## src/rtl/hex_undump_if.sv

```systemverilog
// Character-in / byte-out bundle for hex_undump.
// Master drives characters and read strobes; slave returns the FIFO head and status.
// No backpressure on the character side; the read side is show-ahead with a pop strobe.
interface hex_undump_if #(
  parameter int ADDR_BITS = 4
);
  logic [7:0]         in_data;
  logic               in_strobe;
  logic [7:0]         out_data;
  logic               out_available;
  logic               out_read_strobe;
  logic [ADDR_BITS:0] out_count;
  logic               err_strobe;
  logic               overflow;

  modport master (
    output in_data, in_strobe, out_read_strobe,
    input  out_data, out_available, out_count, err_strobe, overflow
  );

  modport slave (
    input  in_data, in_strobe, out_read_strobe,
    output out_data, out_available, out_count, err_strobe, overflow
  );
endinterface

```

## src/rtl/hex_undump.sv

```systemverilog
// Pairs ASCII hex digits into bytes and queues them in a show-ahead FIFO.
// Latency: second digit strobed in cycle N -> byte visible at the FIFO head in cycle N+1.
// No input backpressure: a byte decoded while the FIFO is full (and not popped) is dropped and flagged sticky.
module hex_undump #(
  parameter int DEPTH     = 16,
  parameter int ADDR_BITS = 4
) (
  input  logic      clk,
  input  logic      reset_n,
  hex_undump_if.slave bus
);

  typedef enum logic {EMPTY = 1'b0, HALF = 1'b1} state_t;

  localparam logic [ADDR_BITS:0] FULL_COUNT = (ADDR_BITS + 1)'(DEPTH);

  state_t               state, state_next;
  logic [3:0]           hi, hi_next;
  logic [3:0]           nibble;
  logic                 is_hex, is_sep;
  logic                 push, err_next;
  logic                 pop, do_push, full;
  logic [7:0]           mem [DEPTH];
  logic [ADDR_BITS-1:0] wr_ptr, rd_ptr;
  logic [ADDR_BITS:0]   count;
  logic                 err_q, overflow_q;

  // Classify the incoming character and extract its nibble value.
  always_comb begin
    is_hex = 1'b0;
    is_sep = 1'b0;
    nibble = 4'h0;
    if (bus.in_data >= 8'h30 && bus.in_data <= 8'h39) begin
      is_hex = 1'b1;
      nibble = bus.in_data[3:0];
    end else if ((bus.in_data >= 8'h61 && bus.in_data <= 8'h66) ||
                 (bus.in_data >= 8'h41 && bus.in_data <= 8'h46)) begin
      is_hex = 1'b1;
      nibble = bus.in_data[3:0] + 4'd9;
    end else if (bus.in_data == 8'h20 || bus.in_data == 8'h09 ||
                 bus.in_data == 8'h0D || bus.in_data == 8'h0A) begin
      is_sep = 1'b1;
    end
  end

  // Digit-pairing decisions; only a strobed character moves the FSM.
  always_comb begin
    state_next = state;
    hi_next    = hi;
    push       = 1'b0;
    err_next   = 1'b0;
    if (bus.in_strobe) begin
      case (state)
        EMPTY: begin
          if (is_hex) begin
            hi_next    = nibble;
            state_next = HALF;
          end else if (!is_sep) begin
            err_next = 1'b1;
          end
        end
        HALF: begin
          state_next = EMPTY;
          if (is_hex) push = 1'b1;
          else        err_next = 1'b1;
        end
        default: state_next = EMPTY;
      endcase
    end
  end

  // FSM state, pending high nibble and the registered error pulse.
  always_ff @(posedge clk or negedge reset_n) begin
    if (!reset_n) begin
      state <= EMPTY;
      hi    <= 4'h0;
      err_q <= 1'b0;
    end else begin
      state <= state_next;
      hi    <= hi_next;
      err_q <= err_next;
    end
  end

  // A pop while full frees the slot this edge, so a simultaneous push still fits.
  assign full    = (count == FULL_COUNT);
  assign pop     = bus.out_read_strobe && (count != '0);
  assign do_push = push && (!full || pop);

  // FIFO pointers, occupancy and the sticky drop flag.
  always_ff @(posedge clk or negedge reset_n) begin
    if (!reset_n) begin
      wr_ptr     <= '0;
      rd_ptr     <= '0;
      count      <= '0;
      overflow_q <= 1'b0;
    end else begin
      if (do_push) wr_ptr <= wr_ptr + ADDR_BITS'(1);
      if (pop)     rd_ptr <= rd_ptr + ADDR_BITS'(1);
      case ({do_push, pop})
        2'b10:   count <= count + (ADDR_BITS + 1)'(1);
        2'b01:   count <= count - (ADDR_BITS + 1)'(1);
        default: count <= count;
      endcase
      if (push && full && !pop) overflow_q <= 1'b1;
    end
  end

  // Storage needs no reset: the head is masked to zero whenever the FIFO is empty.
  always_ff @(posedge clk) begin
    if (do_push) mem[wr_ptr] <= {hi, nibble};
  end

  assign bus.out_data      = (count != '0) ? mem[rd_ptr] : 8'h00;
  assign bus.out_available = (count != '0);
  assign bus.out_count     = count;
  assign bus.err_strobe    = err_q;
  assign bus.overflow      = overflow_q;

endmodule

```

## src/flat_wrapper.sv

```systemverilog
// flat-port wrapper written by rule: the top's interface ports become plain ports
module hex_undump_flat 
#(
  parameter int DEPTH     = 16,
  parameter int ADDR_BITS = 4
)
  (clk, reset_n, bus_in_data, bus_in_strobe, bus_out_read_strobe, bus_out_data, bus_out_available, bus_out_count, bus_err_strobe, bus_overflow);
  hex_undump_if #(.ADDR_BITS(ADDR_BITS)) bus_i ();
  input  logic clk;
  input  logic reset_n;
  input wire logic [$bits(bus_i.in_data)-1:0] bus_in_data;
  input wire logic [$bits(bus_i.in_strobe)-1:0] bus_in_strobe;
  input wire logic [$bits(bus_i.out_read_strobe)-1:0] bus_out_read_strobe;
  output wire logic [$bits(bus_i.out_data)-1:0] bus_out_data;
  output wire logic [$bits(bus_i.out_available)-1:0] bus_out_available;
  output wire logic [$bits(bus_i.out_count)-1:0] bus_out_count;
  output wire logic [$bits(bus_i.err_strobe)-1:0] bus_err_strobe;
  output wire logic [$bits(bus_i.overflow)-1:0] bus_overflow;
  assign bus_i.in_data = bus_in_data;
  assign bus_i.in_strobe = bus_in_strobe;
  assign bus_i.out_read_strobe = bus_out_read_strobe;
  assign bus_out_data = bus_i.out_data;
  assign bus_out_available = bus_i.out_available;
  assign bus_out_count = bus_i.out_count;
  assign bus_err_strobe = bus_i.err_strobe;
  assign bus_overflow = bus_i.overflow;
  hex_undump #(.DEPTH(DEPTH), .ADDR_BITS(ADDR_BITS)) u_core (.clk(clk), .reset_n(reset_n), .bus(bus_i));
endmodule
```

## config.mk

```make
export PLATFORM = sky130hd
export DESIGN_NAME = hex_undump_flat
export DESIGN_NICKNAME = d
export VERILOG_FILES = /design/src/rtl/hex_undump_if.sv /design/src/rtl/hex_undump.sv /design/src/flat_wrapper.sv
export SDC_FILE = /design/constraint.sdc
export NUM_CORES = 1
export LEC_CHECK = 0
export CAP_MARGIN = 20
export CORE_MARGIN = 4
export CORE_UTILIZATION = 35
export DETAILED_ROUTE_END_ITERATION = 8
export GPL_TIMING_DRIVEN = 1
export SETUP_SLACK_MARGIN = 0.4
export SYNTH_ARGS = -nofsm -noshare
export SYNTH_HDL_FRONTEND = slang
export SYNTH_SLANG_ARGS = --single-unit
```

## constraint.sdc

```tcl
create_clock -name clk -period 8.4 [get_ports clk]
set_input_delay 0.84 -clock clk [delete_from_list [all_inputs] [get_ports clk]]
set_output_delay 0.84 -clock clk [all_outputs]
set_load 0.005 [all_outputs]
```

==> impl_metrics.json <==
{
  "status": "finished clean",
  "ctsResizeCount": 0,
  "fin_crit_sh_pct": 51.1,
  "setup_tns_ns": 0,
  "rsz0062_at_grt": "false",
  "area_delta_synth_final_pct": 18.8,
  "start_kind": "input port",
  "cts-htree-levels": 4,
  "multi_input_area_um2": 1840,
  "synth_seq_cells": 148,
  "synth_area_per_cell_um2": 18.6,
  "setup_violations": 0,
  "hold_violations": 0,
  "synth_compound_area_share_pct": 4.94,
  "fmax_mhz": 233,
  "grt_util_all_layers_pct": 13.1,
  "drt_iter0_drc": 276,
  "ys_async_sr_fraction_pct": 13.5,
  "relSlewSlack_pct": 47.5,
  "viasPerCell": 5.15,
  "drc_errors": 0,
  "initial_core_util_pct": 36.1,
  "cts_made_buffers": 17,
  "clock-root-buffer": "clkbuf_16",
  "fp.dieArea_um2": 20200,
  "post-cts-setup-buffers": 0,
  "placed_cells_incl_taps": 582,
  "synthMuxAreaShare_pct": 14.7,
  "drtPass1Iterations": 4,
  "dpl_cell_area_um2": 6830,
  "synth_top_family_by_area": "multiplexers",
  "fp.dieH_um": 142,
  "grt_max_degree": 36,
  "wirelength_mm": 12.5,
  "critPathMaxFanout": 8,
  "cts_tree": "built",
  "fillCellCount": 1471,
  "slowest_stage": "o311ai_2",
  "num_antenna_cells": 0,
  "fin_nets": 403,
  "seq_area_um2": 4350,
  "final_area_um2": 7490,
  "fin_skew_ns": 0.00972,
  "synth_fa_ha_area_share_pct": 2.70,
  "syn_area_um2": 6300,
  "wl_per_cell_um": 20.4,
  "num_rows": 48,
  "crit_type": "in -> reg",
  "ys_types": 45,
  "die_x_um": 142,
  "fin_crit_ns": 4.29,
  "required_ns": 8.72,
  "grt_first_pass_wirelength_mm": 19.5,
  "total_power_w": 0.00235,
  "slew_viol_final": 0,
  "hold_slack_ns": 0.469,
  "antenna_found_initial": 0,
  "pin_count": 28,
  "peakVddDrop_uv": 155,
  "path_clk_slew_ns": 0.06,
  "worst_slew_pin_slew_ns": 0.781,
  "clk_latency_ns": 0.41,
  "cts_sinks": 148,
  "clockBufferDepth": 2,
  "synthCells": 338,
  "holdBufCountCts": 0,
  "path_cells": "clkdlybuf4s50_1 -> inv_1 -> ha_1 -> inv_1 -> o311ai_2 -> a21oi_4 -> nor3_1 -> ha_1 -> nor2b_1 -> o21ai_0 -> nand2_1 -> or4_1 -> o211ai_1",
  "yosys.area_share.simple_pct": 5.50,
  "syn-num-nets": 363,
  "grt_pass1_vias": 3336,
  "gp_congestion": 0.855,
  "layout-drive-gt1-share_pct": 23.1,
  "grt_overflow": 0,
  "leakagePower_nw": 2.58,
  "vias": 3167,
  "ant_nets": 0,
  "port_buffers": 27,
  "fin_cells": 615,
  "critPathMaxStageDelay_ns": 0.60,
  "dp.final_hpwl_mm": 8.05,
  "yosys_most_used_dff": "edfxtp_1",
  "core_region_area_um2": 17500,
  "power.density_nw_per_um2": 314,
  "min_path_type": "reg -> reg",
  "arrival_ns": 4.61,
  "seq_area_frac_synth_pct": 68.9,
  "end_kind": "register",
  "synth_xor_area_share_pct": 1.39,
  "maxCapViolations": 0,
  "synth_edf_count": 128,
  "yosysWarnings": 0
}
[state kept, by name, summed over array words and instances, names as in the netlist]
| name | flops |
|---|---|
| u_core.mem | 128 |
| u_core.bus.out_count | 5 |
| u_core.hi | 4 |
| u_core.rd_ptr | 4 |
| u_core.wr_ptr | 4 |
| u_core.bus.err_strobe | 1 |
| u_core.bus.overflow | 1 |
| u_core.state | 1 |
[report_power, final]
group,switching [W],internal [W]
Clock,0.000293,0.000502
Sequential,0.0000761,0.000847
Combinational,0.000254,0.000377
[cell usage in the layout, fill, tap and decap left out, types with 2 or more instances in the layout]
| master | synthesis | final |
|---|---|---|
| a21oi_1 | 4 | 4 |
| a221oi_1 | 2 | 2 |
| a22o_1 | 4 | 4 |
| and2_1 | 9 | 9 |
| and3_1 | 15 | 15 |
| buf_4 | 0 | 5 |
| bufinv_16 | 0 | 4 |
| clkbuf_16 | 0 | 17 |
| clkdlybuf4s50_1 | 0 | 27 |
| clkinv_4 | 0 | 2 |
| dfrtp_1 | 20 | 19 |
| edfxtp_1 | 128 | 128 |
| ha_1 | 12 | 12 |
| inv_1 | 14 | 14 |
| inv_6 | 0 | 4 |
| mux4_2 | 40 | 40 |
| nand2_1 | 14 | 14 |
| nand3_1 | 4 | 4 |
| nand4_1 | 2 | 2 |
| nor2_1 | 4 | 4 |
| nor2b_1 | 5 | 5 |
| nor3_1 | 2 | 2 |
| nor4_1 | 2 | 2 |
| nor4b_1 | 2 | 2 |
| o211ai_1 | 2 | 2 |
| o21ai_0 | 11 | 11 |
| xnor2_1 | 9 | 9 |
[area by class of cell]
| cell class | count | area share (%) |
|---|---|---|
| repair buffers | 34 | 4.54 |
| multi-input cells | 163 | 24.6 |
| well taps | 225 | 3.76 |
| inverters | 14 | 0.702 |
| clock buffers | 18 | 5.73 |
| flip-flops and latches | 148 | 58.0 |
| clock inverters | 13 | 2.62 |
[cell families (layout without fill, tap and decap cells)]
group / Yosys count / in the layout
xor+xnor: 10 / 10
fa+ha+maj: 13 / 13
flops: 148 / 148
compound gates: 36 / 36
simple gates: 62 / 62
mux: 42 / 42
buf+inv: 27 / 79
[cell usage after synthesis (2+ instances only)]
cell type	count	share of area (%)
and2_1	9	0.89
a221oi_1	2	0.28
edfxtp_1	128	61
a22o_1	4	0.56
nor4b_1	2	0.28
a21oi_1	4	0.32
nand2_1	14	0.83
buf_2	6	0.48
nor2b_1	5	0.50
nand4_1	2	0.20
and3_1	15	1.5
nor3_1	2	0.16
nor4_1	2	0.20
buf_1	2	0.12
o21ai_0	11	0.87
clkbuf_1	4	0.24
inv_1	14	0.83
dfrtp_1	20	7.9
nor2_1	4	0.24
xnor2_1	9	1.3
nand3_1	4	0.32
ha_1	12	2.4
mux4_2	40	14
o211ai_1	2	0.24
[critical path, delay by kind of cell]
kind	cells	cell delay [ns]
adder cells (fa/ha/maj)	2	0.58
AO/OA/AOI/OAI	4	1.29
AND/OR/NAND/NOR	4	1.11
buffers and inverters	3	0.79
[metal layers]
metal / track usage (%) / share of wire (%) / vias to the layer above
li1: - / - / 1450
met1: 17.8 / 43 / 1627
met2: 21.2 / 50 / 84
met3: 3.13 / 6.3 / 6
met4: 3.79 / 0.91 / 0
met5: 0 / 0 / -
[through the flow]
| stage | worst slack, ns | utilization, % |
|---|---|---|
| floorplan | 4.83 | - |
| global placement | 3.95 | 39.1 |
| detailed placement | 3.73 | 39.1 |
| CTS | 4.15 | 42.7 |
| global route | 3.83 | 42.8 |
| finish | 4.11 | 42.8 |
[path summary, 6_finish.rpt]
kind                       slack (ns)                      end                    start  cells after the start
setup / recovery                 4.11  u_core.bus.out_count[4]           bus_in_data[0]                     13
max in group asynchronous        7.37         u_core.rd_ptr[0]                  reset_n                      2
hold reg to reg                  0.47      u_core.bus.overflow      u_core.bus.overflow                      1
hold / removal                   0.47      u_core.bus.overflow      u_core.bus.overflow                      1
setup reg to reg                 5.24  u_core.bus.out_count[4]  u_core.bus.out_count[1]                      9
min in group asynchronous        0.66  u_core.bus.out_count[1]                  reset_n                      1
Power figures use the tool's default switching activity.
